===== src/rtl/n64_joybus_pkg.sv =====
// Shared definitions for the N64 Joybus host and device blocks.
// Holds the line timing defaults (50 MHz clock), the host FSM state type,
// the standard command codes and the reply length expected for each command.
package n64_joybus_pkg;

  // Line timing in clock cycles at 50 MHz.
  localparam int unsigned CYC_1US     = 50;
  localparam int unsigned CYC_3US     = 150;
  localparam int unsigned SAMPLE_CYC  = 100;
  localparam int unsigned TIMEOUT_CYC = 5000;

  typedef enum logic [3:0] {
    StIdle,
    StTxLow,
    StTxHigh,
    StStopLow,
    StRxWait,
    StRxSample,
    StRxHigh,
    StStopRx,
    StDone
  } joy_state_e;

  // Command codes as sent in the first command byte.
  localparam logic [7:0] CmdInfo  = 8'h00;
  localparam logic [7:0] CmdPoll  = 8'h01;
  localparam logic [7:0] CmdRead  = 8'h02;
  localparam logic [7:0] CmdWrite = 8'h03;
  localparam logic [7:0] CmdReset = 8'hFF;

  // Reply length in bytes that a standard controller returns for a command.
  function automatic int unsigned reply_len(input logic [7:0] cmd);
    int unsigned len;
    len = 0;
    case (cmd)
      CmdInfo:  len = 3;
      CmdPoll:  len = 4;
      CmdRead:  len = 33;
      CmdWrite: len = 1;
      CmdReset: len = 3;
      default:  len = 0;
    endcase
    return len;
  endfunction

endpackage


===== src/rtl/joybus_line_sync.sv =====
// Two-flop synchroniser for the asynchronous Joybus line, plus registered
// single-cycle rise/fall pulses derived from the synchronised level.
// Usable by both the host and the device side.
// Ports:
//   clock, reset_l : system clock, asynchronous active-low reset
//   line           : raw line level (asynchronous)
//   level          : synchronised line level
//   rise, fall     : one-cycle pulses on synchronised edges
module joybus_line_sync (
  input  logic clock,
  input  logic reset_l,
  input  logic line,
  output logic level,
  output logic rise,
  output logic fall
);

  logic meta_q;
  logic sync_q;
  logic prev_q;

  // Flops reset to 1: an idle Joybus line is pulled high.
  always_ff @(posedge clock or negedge reset_l) begin
    if (!reset_l) begin
      meta_q <= 1'b1;
      sync_q <= 1'b1;
      prev_q <= 1'b1;
      rise   <= 1'b0;
      fall   <= 1'b0;
    end else begin
      meta_q <= line;
      sync_q <= meta_q;
      prev_q <= sync_q;
      rise   <= sync_q & ~prev_q;
      fall   <= ~sync_q & prev_q;
    end
  end

  assign level = sync_q;

endmodule


===== src/rtl/n64_joybus_host.sv =====
// Host-side Joybus initiator for one controller port.
// Sends a 1-3 byte command MSB first followed by the host stop bit, then
// receives a 0-4 byte reply terminated by the device stop bit. A missing
// edge for the timeout period ends the transaction with timeout=1.
// Ports:
//   clock, reset_l          : system clock, asynchronous active-low reset
//   start                   : one-cycle request, honoured only when idle
//   tx_bytes, tx_data       : command length (0 means 1) and command bytes
//   rx_bytes                : expected reply length (values above 4 mean 4)
//   busy, done, timeout     : status; done is a one-cycle completion pulse
//   rx_data, rx_count       : right-justified reply and captured bit count
//   joy_drive_low, joy_in   : open-drain pad control and raw line level
module n64_joybus_host
  import n64_joybus_pkg::*;
#(
  parameter int unsigned Cyc1Us     = CYC_1US,
  parameter int unsigned Cyc3Us     = CYC_3US,
  parameter int unsigned SampleCyc  = SAMPLE_CYC,
  parameter int unsigned TimeoutCyc = TIMEOUT_CYC
) (
  input  logic        clock,
  input  logic        reset_l,
  input  logic        start,
  input  logic [1:0]  tx_bytes,
  input  logic [23:0] tx_data,
  input  logic [2:0]  rx_bytes,
  output logic        busy,
  output logic        done,
  output logic        timeout,
  output logic [31:0] rx_data,
  output logic [5:0]  rx_count,
  output logic        joy_drive_low,
  input  logic        joy_in
);

  localparam int unsigned TimerW = $clog2(TimeoutCyc);

  // Reload values: a state holding value N-1 lasts exactly N cycles.
  localparam logic [TimerW-1:0] Load1Us     = TimerW'(Cyc1Us - 1);
  localparam logic [TimerW-1:0] Load3Us     = TimerW'(Cyc3Us - 1);
  localparam logic [TimerW-1:0] LoadSample  = TimerW'(SampleCyc - 1);
  localparam logic [TimerW-1:0] LoadTimeout = TimerW'(TimeoutCyc - 1);

  joy_state_e        state_q;
  logic [TimerW-1:0] timer_q;
  logic [4:0]        bit_idx_q;
  logic [4:0]        tx_bits_q;
  logic [5:0]        rx_bits_q;
  logic [23:0]       tx_shift_q;

  logic line_level;
  logic line_rise;
  logic line_fall;

  joybus_line_sync u_line_sync (
    .clock   (clock),
    .reset_l (reset_l),
    .line    (joy_in),
    .level   (line_level),
    .rise    (line_rise),
    .fall    (line_fall)
  );

  always_ff @(posedge clock or negedge reset_l) begin
    if (!reset_l) begin
      state_q       <= StIdle;
      timer_q       <= '0;
      bit_idx_q     <= '0;
      tx_bits_q     <= '0;
      rx_bits_q     <= '0;
      tx_shift_q    <= '0;
      busy          <= 1'b0;
      done          <= 1'b0;
      timeout       <= 1'b0;
      rx_data       <= '0;
      rx_count      <= '0;
      joy_drive_low <= 1'b0;
    end else begin
      done <= 1'b0;
      unique case (state_q)
        StIdle: begin
          if (start) begin
            tx_shift_q    <= tx_data;
            tx_bits_q     <= (tx_bytes == 2'd0) ? 5'd8 : {tx_bytes, 3'b000};
            rx_bits_q     <= (rx_bytes > 3'd4) ? 6'd32 : {rx_bytes, 3'b000};
            bit_idx_q     <= '0;
            rx_data       <= '0;
            rx_count      <= '0;
            timeout       <= 1'b0;
            busy          <= 1'b1;
            joy_drive_low <= 1'b1;
            // A 1 bit has the short low phase, a 0 bit the long one.
            timer_q       <= tx_data[23] ? Load1Us : Load3Us;
            state_q       <= StTxLow;
          end
        end

        StTxLow: begin
          if (timer_q == '0) begin
            joy_drive_low <= 1'b0;
            timer_q       <= tx_shift_q[23] ? Load3Us : Load1Us;
            state_q       <= StTxHigh;
          end else begin
            timer_q <= timer_q - 1'b1;
          end
        end

        StTxHigh: begin
          if (timer_q == '0) begin
            joy_drive_low <= 1'b1;
            if (bit_idx_q == tx_bits_q - 5'd1) begin
              timer_q <= Load1Us;
              state_q <= StStopLow;
            end else begin
              bit_idx_q  <= bit_idx_q + 5'd1;
              tx_shift_q <= {tx_shift_q[22:0], 1'b0};
              timer_q    <= tx_shift_q[22] ? Load1Us : Load3Us;
              state_q    <= StTxLow;
            end
          end else begin
            timer_q <= timer_q - 1'b1;
          end
        end

        StStopLow: begin
          if (timer_q == '0) begin
            joy_drive_low <= 1'b0;
            if (rx_bits_q == '0) begin
              busy    <= 1'b0;
              done    <= 1'b1;
              state_q <= StDone;
            end else begin
              timer_q <= LoadTimeout;
              state_q <= StRxWait;
            end
          end else begin
            timer_q <= timer_q - 1'b1;
          end
        end

        StRxWait: begin
          if (line_fall) begin
            // Once every data bit is in, the next low pulse is the stop bit.
            if (rx_count == rx_bits_q) begin
              timer_q <= LoadTimeout;
              state_q <= StStopRx;
            end else begin
              timer_q <= LoadSample;
              state_q <= StRxSample;
            end
          end else if (timer_q == '0) begin
            timeout <= 1'b1;
            busy    <= 1'b0;
            done    <= 1'b1;
            state_q <= StDone;
          end else begin
            timer_q <= timer_q - 1'b1;
          end
        end

        StRxSample: begin
          if (timer_q == '0) begin
            rx_data  <= {rx_data[30:0], line_level};
            rx_count <= rx_count + 6'd1;
            timer_q  <= LoadTimeout;
            // A 0 bit is still low here; its rising edge must pass first.
            state_q  <= line_level ? StRxWait : StRxHigh;
          end else begin
            timer_q <= timer_q - 1'b1;
          end
        end

        StRxHigh: begin
          if (line_rise) begin
            timer_q <= LoadTimeout;
            state_q <= StRxWait;
          end else if (timer_q == '0) begin
            timeout <= 1'b1;
            busy    <= 1'b0;
            done    <= 1'b1;
            state_q <= StDone;
          end else begin
            timer_q <= timer_q - 1'b1;
          end
        end

        StStopRx: begin
          if (line_rise) begin
            busy    <= 1'b0;
            done    <= 1'b1;
            state_q <= StDone;
          end else if (timer_q == '0) begin
            timeout <= 1'b1;
            busy    <= 1'b0;
            done    <= 1'b1;
            state_q <= StDone;
          end else begin
            timer_q <= timer_q - 1'b1;
          end
        end

        StDone: begin
          state_q <= StIdle;
        end

        default: begin
          joy_drive_low <= 1'b0;
          busy          <= 1'b0;
          state_q       <= StIdle;
        end
      endcase
    end
  end

endmodule

===== config.mk =====
export PLATFORM = sky130hd
export DESIGN_NAME = n64_joybus_host
export DESIGN_NICKNAME = d
export VERILOG_FILES = /design/src/rtl/n64_joybus_pkg.sv /design/src/rtl/joybus_line_sync.sv /design/src/rtl/n64_joybus_host.sv
export SDC_FILE = /design/constraint.sdc
export NUM_CORES = 1
export LEC_CHECK = 0
export ABC_AREA = 1
export BUFFER_PORTS_ARGS = -buffer_cell sky130_fd_sc_hd__buf_2
export CAP_MARGIN = 20
export CORE_AREA = 3 3 126 128
export CTS_CLUSTER_SIZE = 28
export DETAILED_ROUTE_END_ITERATION = 16
export DIE_AREA = 0 0 129 131
export HOLD_SLACK_MARGIN = 0.05
export PLACE_DENSITY_LB_ADDON = 0.3
export SKIP_CTS_REPAIR_TIMING = 1
export SKIP_LAST_GASP = 1
export SYNTH_ARGS = -nofsm -noshare
export SYNTH_HDL_FRONTEND = slang
export SYNTH_SLANG_ARGS = --single-unit

===== constraint.sdc =====
create_clock -name clock -period 3 [get_ports clock]
set_clock_uncertainty 0.05 [all_clocks]
set_input_delay 0.75 -clock clock [delete_from_list [all_inputs] [get_ports clock]]
set_output_delay 0.75 -clock clock [all_outputs]
set_load 0.01 [all_outputs]

== After elaboration in Yosys (flattened, before gate mapping) ==
Cells that the tools add are included.
Widths: inputs -> output; s select.

* Register bits: 104
* Output and inout port bits: 42
* Bits of input ports: 33

* Multiplexer cells: 69
* Equal/unequal tests: 23
* Reduce and logical (&&, ||, !) cells: 20
* $lt $le $gt $ge: 1
* Add/sub/neg operators: 4
* Bitwise operators: 6

{| class="wikitable"
|+ Operators by type and width
! operator !! count
|-
| $mux 13 || 11
|-
| $pmux 13 s8 || 1
|-
| $mux 24 || 3
|-
| $mux 32 || 2
|-
| $pmux 32 s2 || 1
|-
| $pmux 24 s2 || 1
|-
| $mux 4 || 10
|-
| $mux 8 || 4
|-
| $pmux 4 s8 || 1
|-
| $ne 2x2->1 const B || 11
|-
| $mux 5 || 4
|-
| $mux 1 || 19
|-
| $mux 6 || 3
|-
| $eq 4x3->1 const B || 4
|-
| $reduce_and 4->1 || 4
|-
| $logic_not 13->1 || 1
|-
| $sub 13x1->13 const B || 1
|-
| $pmux 6 s2 || 1
|-
| $pmux 5 s2 || 1
|-
| $eq 4x2->1 const B || 2
|-
| $pmux 1 s4 || 2
|-
| $reduce_bool 8->1 || 1
|-
| $add 6x1->6 const B || 1
|-
| $eq 6x6->1 || 1
|-
| other kinds (25) || 33
|}

== Logic depth before layout (Yosys ltp) ==
Gate-level depths: netlist (run 1).

* Depth after elaboration: 5
* Gate-level depth with buffers: 16

== By module ==
From an unflattened synthesis (run 1), not the netlist that was laid out.

* Cells, all modules: 633
* Area, all modules: 5193.7 µm²

{| class="wikitable"
|+ Modules (own cells, without submodules)
! module !! area each (µm²) !! seq. area each (µm²) !! times used !! cells each
|-
| n64_joybus_host || 5049.8 || 2327.2 || 1 || 624
|-
| joybus_line_sync || 143.9 || 128.9 || 1 || 9
|}

== Worst setup path after synthesis (run 1) ==
Ideal clock, no wire load.

* Path kind: reg-to-reg
* Start: register timer_q[0]
* End: register timer_q[0]
* Required time: 2.826 ns
* Stages on the path, launching flop included: 10
* Slack: 1.157 ns
* Arrival time: 1.669 ns
* Buffers on the path: 0
* Setup time: 0.124 ns
* Period minus slack after synthesis: 1.843 ns
* Path through: dfrtp_1 inv_1 ha_1 nand3_2 nor2_4 nand3_4 ha_1 o21ai_0 o21a_1 a21oi_1

* Longest elaborated chain between the ends: 4
* Elaborated cells on any way between the ends: 13

{| class="wikitable"
|+ Ends and longest elaborated chain
! element !! line !! source
|-
| from (decl) || n64_joybus_host.sv:45 || <nowiki>logic [TimerW-1:0] timer_q;</nowiki>
|-
| from (signal assigned) || n64_joybus_host.sv:93 || <nowiki>timer_q <= tx_data[23] ? Load1Us : Load3Us;</nowiki>
|-
| from (signal assigned) || n64_joybus_host.sv:101 || <nowiki>timer_q <= tx_shift_q[23] ? Load3Us : Load1Us;</nowiki>
|-
| from (signal assigned) || n64_joybus_host.sv:104 || <nowiki>timer_q <= timer_q - 1'b1;</nowiki>
|-
| $sub 13x1->13 / $logic_not 13->1 (equally long branches) || -- ||
|-
| $mux 13 || n64_joybus_host.sv:151, n64_joybus_host.sv:177, n64_joybus_host.sv:192 ||
|-
| $mux 13 (on tied branches) || n64_joybus_host.sv:188, n64_joybus_host.sv:142, n64_joybus_host.sv:174 ||
|-
| $pmux 13 s8 || n64_joybus_host.sv:80 || <nowiki>unique case (state_q)</nowiki>
|}

Parallel ways exist; a longest one is shown, timed or not. The select of a mux whose other input is x is not followed.
A chain may end at the register's enable or synchronous reset.

== Final worst setup path (run 1) ==
* Start: register timer_q[1]
* End: register tx_shift_q[20]

* Longest elaborated chain between the ends: 3

{| class="wikitable"
|+ Ends and longest elaborated chain
! element !! line !! source
|-
| $logic_not 13->1 || n64_joybus_host.sv:109 || <nowiki>if (timer_q == '0) begin</nowiki>
|-
| $ne 2x2->1 (no source line) || -- ||
|-
| $reduce_and 4->1 (no source line) || -- ||
|-
| to (signal assigned) || n64_joybus_host.sv:83 || <nowiki>tx_shift_q <= tx_data;</nowiki>
|-
| to (signal assigned) || n64_joybus_host.sv:116 || <nowiki>tx_shift_q <= {tx_shift_q[22:0], 1'b0};</nowiki>
|-
| to (decl) || n64_joybus_host.sv:49 || <nowiki>logic [23:0] tx_shift_q;</nowiki>
|}

Every way passes these cells.

==> results.md, run 1 <==
Timing:
- The worst pin sits at a relative slew slack of 56.7%.
- The pin slew with the least headroom to its limit is 0.650 ns.
- The share of the clock period used by the worst path is 78.5%.
- Setup repair after global routing left no endpoint under its margin.
- Static timing analysis puts the maximum clock frequency at 425 MHz.
- The setup-violating endpoint count in the final report is 0.
- The number of max-slew violations in the final report is 0.
- Setup total negative slack on the finished layout was measured at 0 ns.
- The final-report hold violation count is 0.
- The worst path needs 2.36 ns of the cycle, external delays included.

Global routing:
- The first-pass GRT wire length is 20500 um.
- Global routing used 15.3% of the available tracks.
- Summed over all layers, the global routing overflow is 0.
- The number of antenna violations at the first check in global routing is 0.
- The largest net degree at the start of global routing is 52.
- The via count of the first global-routing pass is 4110.

Power and ir drop:
- Summed over all cells, the static leakage comes to 0.00300 uW.
- Combinational logic is responsible for 41.7% of the overall power.
- The analysis attributes to net switching a power of 2280 uW.
- The internal power of the cells totals 3060 uW.
- The worst-case vdd ir drop is 0.329 mV.
- For this design the ratio of total power to cell area is 904 mW/mm^2.
- Registers are responsible for 36.8% of the overall power.
- The clock share of power is 21.4%.
- Net switching is 42.7% of the power.

Placement:
- The congestion estimate from routability-driven global placement came to 0.926.
- Once detailed placement completed, the half-perimeter wirelength came to 8990 um.
- The count of port buffers added during placement is 74.
- The cell area after placement is 0.00562 mm^2.

Finish:
- Compared with the post-synthesis result, the final layout area differs by 17.3%.
- The final standard cell area without fillers is 0.00591 mm^2.
- The number of nets in the layout is 731.
- The number of antenna diodes in the final layout is 0.
- The share of post-route cells with drive strength above 1 is 18.9%.

Status:
- The run finished with clean final reports.

CTS:
- The deepest clock path buffer count is 2.
- The number of clock buffers added by TritonCTS is 9.
- The CTS clock-pin slew for the worst setup and hold paths is 0.07 ns.
- The H-tree was split into 3 levels.
- The clock network latency to the later pin of the worst-skew pair is 0.35 ns.
- The library cell used as clock root buffer is clkbuf_16.
- The CTS tree is built.
- The clock drives 98 sinks.

Worst setup path:
- The setup slack of the worst register-to-register path is 0.64 ns.
- The worst path buffer plus inverter count is 2.
- The highest cell delay on the worst timing path is 0.40 ns.
- The largest fanout on the critical path is 48.
- The critical path goes through inv_1 > ha_1 > nand3_2 > nor2_4 > nand2_1 > nand2_1 > nand3_2 > buf_4 > nand2_1 > o21ai_0.
- The worst setup path is launched from a register.
- The required time of the critical path is 3.17 ns.
- STA classifies the critical path endpoint as a register.
- The worst setup path is of the reg2reg kind.
- Among the stages of the critical path, the cell type that occurs most often is nand2_1.
- Broken down by cell family, the worst path's largest delay share belongs to simple AND/OR/NAND/NOR gates.
- The slowest cell on the critical path is dfrtp_1.
- The worst path arrival time is 2.52 ns.

Yosys:
- After synthesis the netlist holds a flip-flop and latch count of 98.
- The total standard cell area after synthesis is 0.00504 mm^2.
- For this run, the leading register cell type out of synthesis is dfrtp_1.
- After synthesis, the cell types taking the most area are dfrtp_1 47%, nand2_1 10%, inv_1 6.4%.
- In the synthesized netlist the async set-or-reset flop fraction comes to 100%.
- The fraction of synthesized cell area taken by the top area cell type is 47.1%.
- Yosys printed 0 warnings.
- The unique cell type count in the Yosys netlist is 42.
- The synthesized area per cell is 8.17 um^2.
- When the netlist entered floorplanning its net count stood at 655.
- The number of synthesized flops with an enable pin is 0.
- The post-synthesis cell type with the largest combined area is dfrtp_1.
- The cell count after synthesis came out at 617.
- The sequential-to-total area share from yosys stat is 48.7%.

Routing:
- The total vias in the final route is 4265.
- The number of vias per cell after detailed routing is 4.81.
- The wire length per cell after detailed routing is 13.7 um.
- For this run, design rule violations remaining after detail routing come to 0.
- The wire length reported by the detailed router is 12100 um.
- The number of DRC violations after detailed-routing iteration 0 is 227.
- The first-pass iteration count of the detailed router is 5.
- The number of nets with antenna violations after detailed routing is 0.

Flow run:
- The number of max-capacitance violations reported is 0.

Floorplanning:
- The floorplan step set the die width to 129 um.
- The floorplan die height is 131 um.
- After floorplanning, the core was divided into 45 placement rows.
- The area of the die is 0.0169 mm^2.
- The initial cell density of the core is 33.7%.
- The number of top-level design ports is 75.
- The core region is 0.0150 mm^2.

Hold path:
- The path class of the lowest-slack min-delay path is reg2reg.
[cell usage in the layout (no fill, tap or decap), drive strengths merged]
cell,netlist,layout
clkbuf,5,9
o21ai,59,59
xor2,6,6
a31oi,2,2
a21boi,2,2
inv,92,95
nand3,33,33
nor3,8,8
or2,2,2
nor4,2,2
ha,5,5
xnor2,1,1
and3,1,1
dfstp,3,3
a21oi,14,14
mux2i,23,23
nor3b,1,1
nand3b,1,1
o22ai,32,32
nand2,147,147
o211ai,2,2
dfrtp,95,95
o21a,1,1
and2,1,1
clkinv,0,4
a22o,2,2
nor2,60,60
nand4,4,4
a31o,1,1
buf,12,82
[worst reg2reg max path, cell delays in order (launching register included)]
cell	delay [ns]
dfrtp_1	0.40
inv_1	0.10
ha_1	0.20
nand3_2	0.14
nor2_4	0.21
nand2_1	0.27
nand2_1	0.18
nand3_2	0.16
buf_4	0.30
nand2_1	0.12
o21ai_0	0.08
[per-stage QoR]
stage          setup WS (ns)  util [%]  total power (uW)  cells  hold WS, ns
2_1_floorplan           1.16         -              3590    617        0.295
3_3_place_gp           0.684      37.5              4220    870        0.299
3_5_place_dp           0.656      37.5              4220    870        0.303
4_1_cts                0.642      39.5              5400    886        0.313
5_1_grt                0.371      39.5              5840    886        0.320
6_report               0.645      39.5              5350    886        0.312
[power by group through the flow]
stage	Combinational, uW	Sequential [uW]	Clock (uW)
after CTS	2240	1970	1200
after global placement	2220	2000	0
after global routing	2570	2030	1240
after floorplan	1610	1980	0
after detailed placement	2230	1990	0
final	2230	1970	1150
[cell families (layout without fill, tap and decap cells)]
family                     Yosys count  in the layout  synth area share, %
AOI/OAI and AO/OA                  115            115                 12.9
xor gates and xnor gates             7              7                 1.22
adders and majority gates            5              5                 1.24
buffers and inverters              109            190                 8.81
DFF                                 98             98                 48.7
muxes                               23             23                 4.56
and+or+nand+nor                    260            260                 22.6
[metal layers]
layer,wire [um],part of all wire (%),up-vias,global-route usage [%]
met4,269,2.2,0,6.05
met1,5620,46,1997,20.5
met5,0,0,-,0
met3,627,5.2,17,3.90
met2,5620,46,96,23.8
li1,-,-,2155,-
[path summary, 6_finish.rpt]
| path | cells past startpoint | from | endpoint |
|---|---|---|---|
| setup reg to reg | 10 | timer_q[1] | tx_shift_q[20] |
| min in group asynchronous | 1 | reset_l | rx_count[5] |
| max in group asynchronous | 2 | reset_l | timer_q[0] |
| setup / recovery | 10 | timer_q[1] | tx_shift_q[20] |
| hold / removal | 0 | u_line_sync.meta_q | u_line_sync.level |
| hold reg to reg | 0 | u_line_sync.meta_q | u_line_sync.level |
[state kept, by name, summed over array words and instances (netlist names), 2 cells and up]
name	flops
bit_idx_q	5
rx_count	6
state_q	4
tx_shift_q	24
tx_bits_q	2
rx_bits_q	3
rx_data	32
timer_q	13
[cell type report]
type | instances | area (um^2)
fill | 1549 | 9060
sequential | 98 | 2460
multi-input combinational | 410 | 2150
timing repair buffer | 82 | 433
inverter | 92 | 345
tap | 188 | 235
clock buffer | 9 | 225
clock inverter | 7 | 71.3
[synth_stat cells (all sizes together) (6+ instances only)]
| cell | instances |
|---|---|
| xor2 | 6 |
| nor2 | 60 |
| a21oi | 14 |
| o22ai | 32 |
| buf | 12 |
| nand2 | 147 |
| dfrtp | 95 |
| nor3 | 8 |
| nand3 | 33 |
| inv | 92 |
| mux2i | 23 |
| o21ai | 59 |
Note: power is estimated with default switching activity, not from simulation.
==> inputs of run 2 (changes only) <==
==> constraint.sdc (replaced) <==
create_clock -name clock -period 2.2 [get_ports clock]
set_clock_uncertainty 0.05 [all_clocks]
set_input_delay 0.55 -clock clock [delete_from_list [all_inputs] [get_ports clock]]
set_output_delay 0.55 -clock clock [all_outputs]
set_load 0.01 [all_outputs]
==> run 2 against run 1 <==
  * Setup slack got worse by 0.53 ns
  * Fmax increased by 13%
  * Via count increased by 2.2%
  * Critical path depth decreased by 1
  * Sequential share of layout area decreased by 1.3 points
  * Clock-buffer cell count increased by 1
  * Clock power increased by 37%
  * Sequential power increased by 37%
  * Flip-flop and latch count unchanged
  * Power increased by 41%
  * Die area unchanged
  * First-iteration DRC count decreased by 22%
  * Critical path type unchanged
  * Largest cell class unchanged
==> results.md, run 2 (synthesis results as in run 1) <==
Routing:
- The wire length reported by the detailed router is 12500 um (+2.6%).
- The wire length per cell after detailed routing is 13.8 um (+0.93%).
- The number of vias per cell after detailed routing is 4.84 (+0.53%).
- The residual DRC count was 0 (unchanged).
- The total vias in the final route was 4360 (+2.2%).
- The number of nets with antenna violations after detailed routing is 0 (unchanged).
- The number of DRC violations after detailed-routing iteration 0 is 178 (-22%).
- The first-pass iteration count of the detailed router is 5 (unchanged).

Timing:
- The minimum period implied by the final worst setup slack came to 2.08 ns (-0.275 ns).
- The highest attainable clock frequency is 481 MHz (+13%).
- The setup-violating endpoint count in the final report is 0 (unchanged).
- The number of max-slew violations in the final report is 0 (unchanged).
- Setup repair after global routing could not meet its margin everywhere.
- The normalized max-slew margin is 73.4% (+17 points).
- The final-report hold violation count came to 0 (unchanged).
- The pin slew with the least headroom to its limit is 0.397 ns (-0.253 ns).
- The final setup slack of the worst path came to 0.119 ns (-0.525 ns).
- The share of the clock period used by the worst path is 94.6% (+16 points).
- The post-route setup TNS came to 0 ns (unchanged).

Floorplanning:
- The number of placement rows was 45 (unchanged).
- The floorplan die width is 129 um (unchanged).
- The floorplan die height is 131 um (unchanged).
- The number of top-level design ports is 75 (unchanged).
- The floorplan core area is 0.0150 mm^2 (unchanged).
- The area of the die is 0.0169 mm^2 (unchanged).
- The initial cell density of the core was 33.7% (unchanged).

Global routing:
- The largest net degree at the start of global routing is 46 (-12%).
- The first-pass GRT wire length came to 21000 um (+2.1%).
- The number of antenna violations at the first check in global routing came to 0 (unchanged).
- The all-layer global routing usage was 15.5% (+0.21 points).
- The overflow left after global routing is 0 (unchanged).
- The via count of the first global-routing pass is 4279 (+4.1%).

Power and ir drop:
- The worst-case vdd ir drop is 0.460 mV (+40%).
- The post-layout total power is 7530 uW (+41%).
- The reported leakage power is 0.00309 uW (+3.0%).
- The power per standard cell area is 1230 mW/mm^2 (+37%).

CTS:
- The clock network latency to the later pin of the worst-skew pair came to 0.35 ns (about the same).
- The number of H-tree levels was 3 (unchanged).
- TritonCTS built the clock tree.
- In this run the clock root is driven by a clkbuf_16.
- The CTS clock-pin slew for the worst setup and hold paths is 0.08 ns (about the same).
- The total CTS buffers is 9 (unchanged).
- The deepest clock path buffer count came to 2 (unchanged).
- The sink count of the clock tree is 98 (unchanged).

Worst setup path:
- The worst path arrival time is 2.26 ns (-0.26 ns).
- The number of cell instances on the worst register-to-register path is 9 (-1).
- The slowest stage of the critical path is the dfrtp_1 cell.
- Traced cell by cell, the critical path runs through inv_1 > ha_1 > nand3_2 > nor2_4 > nand3_4 > ha_1 > o21ai_0 > o21a_1 > a21oi_1.
- The worst register-to-register path begins at timer_q[1].
- The worst register-to-register path ends at timer_q[0].
- The most numerous cell on the critical path is ha_1.
- STA classifies the critical path startpoint as a register.
- The required time of the critical path was 2.38 ns (-0.79 ns).
- The setup slack of the worst register-to-register path is 0.12 ns (-0.53 ns).
- The type of the worst setup path is reg2reg.
- The worst setup path is captured at a register.
- The largest fanout on the critical path is 7 (-85%).
- The highest cell delay on the worst timing path is 0.40 ns (about the same).

Finish:
- The library cell used most frequently in the layout, excluding fill and tap cells, is nand2_1.
- The largest registers in the layout are rx_data (32), tx_shift_q (24), timer_q (13).
- The share of post-route cells with drive strength above 1 is 20.6% (+1.7 points).
- The final standard cell count with taps included and fillers excluded is 901 (+1.7%).
- The number of flip-flops in the largest register is 32 (unchanged).
- The filler cell count is 1566 (+1.1%).
- The layout overhead on the synthesized area is 21.0%.
- The area of all sequential standard cells is 0.00246 mm^2 (unchanged).
- The register with the most flip-flops in the final layout is rx_data.
- In the layout the commonest cells are 140 x nand2_1, 95 x dfrtp_1, 86 x inv_1, 73 x buf_2, 56 x o21ai_0.
- The count of antenna diodes in the layout was 0 (unchanged).
- The utilization after layout is 40.7% (+1.2 points).
- The total area of multi-input combinational cells came to 0.00217 mm^2 (+0.93%).
- The number of nets in the layout is 746 (+2.1%).

Placement:
- The count of port buffers added during placement is 74 (unchanged).
- The post-placement setup slack is 0.0582 ns (-0.598 ns).
- The detailed placer's ending HPWL came to 9150 um (+1.8%).
- The post-placement cell count came to 883 (+1.5%).
- The weighted congestion at the end of routability-driven global placement is 0.961 (+3.8%).

Flow run:
- The number of max-capacitance violations reported is 0 (unchanged).

Status:
- The flow ran to the end, and the final reports show no timing, DRC or antenna violations.

Hold path:
- The cell depth of the worst min-delay path is 1 (+1).
- The worst hold path begins at joy_in.
- The endpoint of the worst hold-timing path is u_line_sync.meta_q.
- In this run the worst hold path is classified as in2reg.
==> run 2: changes by cell type in the layout (fill, tap and decap cells not counted), moves of 2 or more <==
cell / previous run / this run
buf_4: 9 / 19
nand2_2: 7 / 5
clkinv_4: 3 / 1
buf_12: 0 / 4
nand2_4: 0 / 2
==> run 2: layout make-up <==
class,count,share of cell area (%)
multi-input combinational,410,35.5
inverter,92,5.70
clock buffer,10,3.92
tap,188,3.86
clock inverter,6,0.923
sequential,98,40.3
timing repair buffer,97,9.80
==> run 2: per-stage QoR <==
step           area, um^2  hold WS (ns)
2_1_floorplan        5040         0.204
3_3_place_gp         5770         0.296
3_5_place_dp         5770         0.301
4_1_cts              6060        0.0217
5_1_grt              6100         0.228
6_report             6100         0.239
==> run 2: worst max-delay path, delay by kind of cell, from the launching register on <==
family          cells  cell delay (ns)
flops               1             0.40
simple gates        3             0.51
buf+inv             1             0.10
fa+ha+maj           2             0.53
compound gates      3             0.37
==> run 2: worst max-delay path by stage <==
stage | startpoint | to | slack, ns | cells after the start
finish | timer_q[1] | timer_q[0] | 0.12 | 9
CTS | timer_q[1] | timer_q[7] | 0.03 | 13
floorplan | timer_q[0] | timer_q[0] | 0.36 | 9
global route | timer_q[1] | timer_q[2] | -0.02 | 13
detailed placement | timer_q[1] | timer_q[7] | 0.06 | 13
global placement | timer_q[1] | timer_q[2] | 0.09 | 13
==> run 2: per-layer routing <==
| metal | part of all wire (%) | GRT usage [%] |
|---|---|---|
| met5 | 0 | 0 |
| met4 | 1.2 | 5.00 |
| met3 | 4.6 | 3.74 |
| met2 | 47 | 24.9 |
| met1 | 48 | 20.8 |
==> run 2: power breakdown <==
group	switching, uW	leakage (uW)	internal, uW
Clock	759	0.000144	825
Combinational	2060	0.00166	1200
Sequential	355	0.00129	2330
